### src/rtl/q_timed_event_queue.sv
// q_timed_event_queue
// Timed-release event queue. Each entry holds a release timestamp and a payload.
// When the time counter reaches the head entry's timestamp, that entry is popped
// and presented on the fire_* outputs one cycle later. This block sits between the
// instruction decoder and the pulse/measurement channel drivers.
//
// Ports:
//   clk, reset            rising-edge clock, synchronous active-high reset
//   start, stop           run control (start wins over stop; start restarts time at 0)
//   wr_en, wr_ts, wr_data push request, release timestamp and payload
//   fire_valid            one-cycle pulse when an entry is released
//   fire_data, fire_late  released payload and late flag, valid with fire_valid
//   cur_time              free-running time counter (counts only while running)
//   count, full, empty    occupancy derived from the registered pointers
//   overflow              sticky: a push was attempted while full
//   running               FSM is in RUN
//   late_cnt              (TQ_LATE_DROP_EN only) saturating count of dropped late entries
//
// Build option: define TQ_LATE_DROP_EN to drop late entries instead of firing them.
//
// state | meaning
// IDLE  | time counter frozen, no releases
// RUN   | time counter increments every cycle, due head entries are released

module q_timed_event_queue #(
  parameter int DEPTH      = 32,
  parameter int DATA_WIDTH = 20,
  parameter int TS_WIDTH   = 32
) (
  input  logic                    clk,
  input  logic                    reset,
  input  logic                    start,
  input  logic                    stop,
  input  logic                    wr_en,
  input  logic [TS_WIDTH-1:0]     wr_ts,
  input  logic [DATA_WIDTH-1:0]   wr_data,
  output logic                    fire_valid,
  output logic [DATA_WIDTH-1:0]   fire_data,
  output logic                    fire_late,
  output logic [TS_WIDTH-1:0]     cur_time,
  output logic [$clog2(DEPTH):0]  count,
  output logic                    full,
  output logic                    empty,
  output logic                    overflow,
  output logic                    running
`ifdef TQ_LATE_DROP_EN
  ,
  output logic [15:0]             late_cnt
`endif
);

  localparam int IW = $clog2(DEPTH);
  localparam int PW = IW + 1;
  localparam logic [TS_WIDTH-1:0] TS_ONE  = 1;
  localparam logic [PW-1:0]       PTR_ONE = 1;

  typedef enum logic {ST_IDLE, ST_RUN} state_t;

  state_t              state, state_nxt;
  logic [TS_WIDTH-1:0] time_nxt;

  logic [TS_WIDTH-1:0]   ts_mem   [DEPTH];
  logic [DATA_WIDTH-1:0] data_mem [DEPTH];

  logic [PW-1:0]       wr_ptr, rd_ptr;
  logic [IW-1:0]       rd_idx, wr_idx;
  logic [TS_WIDTH-1:0] head_delta;
  logic                head_late;
  logic                due;
  logic                push, pop;
  logic                fire_nxt;

  // ---------------- FSM and time counter ----------------
  always_ff @(posedge clk) begin
    if (reset) begin
      state    <= ST_IDLE;
      cur_time <= '0;
    end else begin
      state    <= state_nxt;
      cur_time <= time_nxt;
    end
  end

  always_comb begin
    state_nxt = state;
    time_nxt  = cur_time;
    case (state)
      ST_IDLE: begin
        if (start) begin
          state_nxt = ST_RUN;
          time_nxt  = '0;
        end
      end
      ST_RUN: begin
        if (start) begin
          time_nxt = '0;
        end else if (stop) begin
          state_nxt = ST_IDLE;
        end else begin
          time_nxt = cur_time + TS_ONE;
        end
      end
      default: begin
        state_nxt = ST_IDLE;
      end
    endcase
  end

  assign running = (state == ST_RUN);

  // ---------------- occupancy ----------------
  assign rd_idx = rd_ptr[IW-1:0];
  assign wr_idx = wr_ptr[IW-1:0];
  assign empty  = (wr_ptr == rd_ptr);
  assign full   = (wr_idx == rd_idx) && (wr_ptr[PW-1] != rd_ptr[PW-1]);
  assign count  = wr_ptr - rd_ptr;

  // ---------------- due test ----------------
  // The difference is read as a signed value so the compare stays correct across
  // a wrap of the time counter, as long as timestamps stay within half the range.
  assign head_delta = ts_mem[rd_idx] - cur_time;
  assign head_late  = head_delta[TS_WIDTH-1];
  assign due        = running && !empty && (head_late || (head_delta == '0));

  assign push = wr_en && !full;
  assign pop  = due;

`ifdef TQ_LATE_DROP_EN
  assign fire_nxt = pop && !head_late;
`else
  assign fire_nxt = pop;
`endif

  // Storage is not reset; the pointers alone define which entries are live.
  always_ff @(posedge clk) begin
    if (push) begin
      ts_mem[wr_idx]   <= wr_ts;
      data_mem[wr_idx] <= wr_data;
    end
  end

  always_ff @(posedge clk) begin
    if (reset) begin
      wr_ptr     <= '0;
      rd_ptr     <= '0;
      overflow   <= 1'b0;
      fire_valid <= 1'b0;
      fire_data  <= '0;
      fire_late  <= 1'b0;
    end else begin
      if (push) begin
        wr_ptr <= wr_ptr + PTR_ONE;
      end
      if (pop) begin
        rd_ptr <= rd_ptr + PTR_ONE;
      end
      if (wr_en && full) begin
        overflow <= 1'b1;
      end
      fire_valid <= fire_nxt;
      if (fire_nxt) begin
        fire_data <= data_mem[rd_idx];
        fire_late <= head_late;
      end
    end
  end

`ifdef TQ_LATE_DROP_EN
  always_ff @(posedge clk) begin
    if (reset) begin
      late_cnt <= '0;
    end else if (pop && head_late && (late_cnt != 16'hFFFF)) begin
      late_cnt <= late_cnt + 16'd1;
    end
  end
`endif

endmodule

### config.mk
export PLATFORM = sky130hd
export DESIGN_NAME = q_timed_event_queue
export DESIGN_NICKNAME = d
export VERILOG_FILES = /design/src/rtl/q_timed_event_queue.sv
export SDC_FILE = /design/constraint.sdc
export NUM_CORES = 2
export LEC_CHECK = 0
export CORE_UTILIZATION = 50
export CTS_BUF_LIST = sky130_fd_sc_hd__clkbuf_16
export DETAILED_ROUTE_END_ITERATION = 8
export PLACE_DENSITY = 0.71
export SYNTH_ARGS = -nofsm -noshare
export SYNTH_HDL_FRONTEND = slang
export SYNTH_SLANG_ARGS = --single-unit
### constraint.sdc
create_clock -name clk -period 13.7 [get_ports clk]
set_clock_uncertainty 0.2 [all_clocks]
set_input_delay 1.37 -clock clk [delete_from_list [all_inputs] [get_ports clk]]
set_output_delay 1.37 -clock clk [all_outputs]
set_load 0.005 [all_outputs]
# Word level (Yosys, flattened, before mapping)
# Memory sizes are Yosys's and may differ from the RTL's. A register that Yosys moved wholly into a read port is not among the register bits.
# Cells that the tools add are included.
# totals
word_cells,42
n_memories,2
output_inout_bits,64
ramBits,1664
ff_bits,48
# op_classes
n_addsub,5
mux,12
n_eq_ne,5
bitwise,1
reduce_logical,10
# mem_list
memory,words,word_bits,rd,rd_ports_with_merged_regs,wr,line_no,rtl
ts_mem,32,32,1,1,1,62,logic [TS_WIDTH-1:0] ts_mem [DEPTH];
data_mem,32,20,1,1,1,63,logic [DATA_WIDTH-1:0] data_mem [DEPTH];
# ops
cell,n
two-way mux 32 bit,3
case mux 32 bit (2 select lines),1
adder 32 x 1 -> 32 bit (second input constant),1
logical NOT 32 bit,1
subtractor 32 bit,1
adder 6 x 1 -> 6 bit (second input constant),2
two-way mux 5 bit,2
equality test 6 bit,1
subtractor 6 bit,1
equality test 5 bit,1
logical AND 1 bit,5
two-way mux 1 bit,5
!= test 3 bit (second input constant),1
logical NOT 1 bit,2
!= test 2 bit (second input constant),1
case mux 1 bit (2 select lines),1
AND reduction 2 bit,1
logical OR 1 bit,1
!= test 1 bit,1
NOT 1 bit,1

# Depth between registers and ports, before layout
# depth
word_depth,6
ltp_mapped,21
depth_no_buf,15

# Worst setup path after synthesis
# OpenSTA, ideal clock, no wires.
# synth_path
path_kind,flip-flop to flip-flop
from,register (tool-made name)
to,register rd_ptr[5]
setup_time_ns,0.123
period_less_slack_ns,6.160
arrival_time_ns,5.837
stages_incl_launch_ff,19
setup_slack_ns,7.540
path_buffers,5
cell_sequence,dfxtp_1 > clkbuf_1 > buf_2 > buf_2 > buf_1 > mux4_2 > mux4_2 > mux2_2 > ha_1 > buf_6 > a21oi_4 > o21ai_1 > or4_4 > o2111a_1 > or3_1 > a2111oi_2 > nand3_1 > a211oi_2 > mux2_1
# synth_rtl
element,line_no,rtl
"end signal, assigned",155,rd_ptr <= rd_ptr + PTR_ONE;
"end, declared",65,"logic [PW-1:0] wr_ptr, rd_ptr;"

==> summary.md <==
| Metric | Value |
|---|---|
| Outcome | `finished clean` |
| Final setup viols | `0` |
| Sw Share | `roughly 28%` |
| Max stage delay on crit path | `between 0.8 and 0.9 ns` |
| Die area | `between 100,000 and 150,000 um2` |
| Class of the most critical setup path | `flop to flop` |
| Clock Path Buffers | `3` |
| Seq/Total Area, Yosys | `roughly three quarters` |
| Critical path launch point type | `flop` |
| Setup crit end kind | `flop` |
| Vias in the first global route | `approximately 33k` |
| Psw | `between 4 and 5 mW` |
| Placeable Area | `between 100,000 and 150,000 um2` |
| Fin nets | `~3.4k` |
| CP Cell Sequence | `buf_12 -> buf_4 -> mux4_2 -> mux4_2 -> mux2_2 -> ha_1 -> a21oi_1 -> o21ai_0 -> or4_1 -> o21ai_0 -> mux2_2 -> nor4_1 -> and4_1 -> nand3_1 -> nand2_1 -> buf_4 -> o311ai_0` |
| Post-Syn Area | `68,300 um2` |
| # DRC | `0` |
| Finished Core Util | `between 50% and 60%` |
| Cells on worst reg2reg path | `17` |
| Die Ht | `around 370 um` |
| WL final | `between 150,000 and 200,000 um` |
| Sequential power share | `around two fifths` |
| Vias per inst | `roughly 6.3` |
| Clock power share | `32.3%` |
| HPWL Detailed | `between 80,000 and 90,000 um` |
| Postcts setup bufs | `0` |
| YS warnings | `0` |
| Hold EP | `overflow` |
| CTS tree | `built` |
| Cell Area, Placed | `72,000 um2` |
| Drt first pass iters | `5` |
| Largest net degree at the start of global routing | `~140` |
| Routability Congestion | `~0.9` |
| Most common cell after layout, fill and taps aside | `edfxtp_1` |
| Total number of vias | `between 30k and 40k` |
| Netlist cell types | `67` |
| Initial antenna violation count | `9` |
| Clock Tree Root | `clkbuf_16` |
| Worst relative slew slack | `19.6%` |
| PD cells | `between 150 and 200 nW/um2` |
| Hold Startpoint | `overflow` |
| Fin crit share | `about 57%` |
| Die X | `about 370 um` |
| Clock sinks | `approximately 1.7k` |
| # IOs | `approximately 120` |
| Setup TNS Final | `0 ns` |
| Post-route ant nets | `0` |
| Pwr Total | `about 14 mW` |
| Critical Path Slowest Stage Cell | `buf_4` |
| Internal | `about 10 mW` |
| TritonCTS buffer count | `about 170` |
| Max Slew Vio Count | `0` |
| Finished layout cell area | `roughly 78,000 um2` |
| Worst hold path type | `flop to flop` |
| IO buf count | `120` |
| Hold Violations, Final | `0` |
| Max-Cap Viols | `0` |
| Synth Register Bits | `1,737` |
| Htree depth | `4` |
| Hold path cells | `2` |
| Hold buffers post-CTS | `0` |
| Clock latency on the worst-skew pair | `around 0.81 ns` |
| DRT iter0 DRCs | `~4k` |
| RSZ-0062 raised after global routing | `false` |
| Global Route Usage Sum | `24.3%` |
| Post-synth EDFFs | `roughly 1.7k` |
| First-pass GRT wire length | `236,000 um` |
| Clk slew on worst S/H paths | `about 0.060 ns` |
| Comb pwr share | `25.9%` |
| Tmin final | `7.82 ns` |
| Initial Util | `50.4%` |
| CP required | `14.12 ns` |
| Synth Flop Type | `edfxtp_1` |
| Highest-count cells in the layout ignoring fill and taps | `edfxtp_1 (1,664), mux4_2 (520), clkbuf_16 (173)` |
| Mapped Nets | `about 3.2k` |
| Worst-margin pin slew | `between 1 and 1.5 ns` |
| Fraction of layout instances using a drive strength above 1 | `~27%` |
| GRT Residual Overflow | `0` |
| Routed len/inst | `between 30 and 40 um` |
| Post-Syn Instances | `~3.1k` |
| Num rows | `~140` |
| CTS resizes | `0` |
| Static leakage | `23.6 nW` |
| Reg2reg setup slack | `5.88 ns` |
| Ys async rst share | `0%` |
| Area growth, synth to finish | `13.5%` |
| VDD IR max | `around 140 uV` |
| Avg Cell Area, Syn | `~22 um2` |
| Highest Clock Rate | `128 MHz` |
| Crit Path Max Fanout | `94` |
| Crit path DAT | `slightly above 8 ns` |
worst max path at each step:
stage / startpoint / end / slack (ns)
finish: flop / flop / 5.88
global route: flop / rd_ptr[4] / 5.24
CTS: flop / flop / 5.83
detailed placement: flop / flop / 5.84
global placement: flop / flop / 5.98
floorplan: flop / rd_ptr[5] / 7.54
logic make-up after synthesis:
kind of cell | synth area share (%)
xor gates and xnor gates | 0.551
muxes | 18.0
buffers and inverters | 1.22
DFF | 75.3
adders and majority gates | 0.828
and+or+nand+nor | 2.18
AOI/OAI and AO/OA | 1.91
synth_stat cells (6+ instances only):
cell type / n / area, um2
o21ai_0: 36 / 180
mux4_2: 520 / 11700
buf_1: 41 / 154
or3_1: 12 / 75.1
nand4_1: 10 / 62.6
dfxtp_1: 73 / 1460
a21oi_1: 46 / 230
a21o_1: 12 / 90.1
nor2_1: 101 / 379
edfxtp_1: 1664 / 50000
o211ai_1: 9 / 67.6
ha_1: 42 / 526
buf_2: 10 / 50.1
nor2b_1: 9 / 56.3
mux2i_1: 26 / 260
o22ai_1: 6 / 37.5
nand2b_1: 7 / 43.8
a211oi_2: 20 / 250
xnor2_1: 35 / 307
nand3_1: 31 / 155
a211oi_1: 6 / 45.0
clkbuf_1: 96 / 360
nand2_1: 59 / 221
mux2_2: 31 / 349
nor4_1: 11 / 68.8
o211a_1: 6 / 60.1
inv_1: 50 / 188
xor2_1: 8 / 70.1
nor3_1: 39 / 195
state kept, by name, summed over array words and instances, names as in the netlist, named ones only:
signal / count
ts_mem: 1024
data_mem: 640
cur_time: 32
fire_data: 20
rd_ptr: 6
wr_ptr: 6
fire_late: 1
fire_valid: 1
overflow: 1
running: 1
metrics by stage:
step / cells / setup WS [ns] / hold WS [ns]
after floorplan: 3099 / 7.54 / 0.260
after global placement: 4916 / 5.98 / 0.251
after detailed placement: 4916 / 5.84 / 0.259
after CTS: 5221 / 5.83 / 0.275
after global routing: 5222 / 5.24 / 0.320
final: 5227 / 5.88 / 0.269
critical path: cells and delay by family (launching register included):
kind / cells / cell delay (ns)
simple gates: 5 / 1.44
buf+inv: 3 / 1.78
compound gates: 4 / 1.01
flops: 1 / 0.75
mux: 4 / 1.79
fa+ha+maj: 1 / 0.41
layer usage:
metal / routed length [um] / global-route usage, %
met4: 3890 / 7.05
met1: 64400 / 33.5
met2: 80600 / 38.6
met3: 16400 / 6.10
met5: 68 / 0
power by group through the flow:
stage,sequential (mW),combinational (mW),clock [mW]
floorplan,6.00,2.79,0
global placement,6.13,3.71,0
detailed placement,6.13,3.73,0
CTS,6.02,3.74,4.72
global route,6.03,4.01,4.91
finish,6.02,3.74,4.66
cell type report:
cell class / count / area (um2)
Inverter: 52 / 196
Clock buffer: 173 / 4330
Timing Repair Buffer: 190 / 1780
Tap cell: 1781 / 2230
Sequential cell: 1737 / 51500
Antenna cell: 6 / 15.0
Clock inverter: 132 / 1210
Fill cell: 9660 / 57900
Multi-Input combinational cell: 1156 / 16300
No activity file was read; power rests on OpenSTA's default activity.
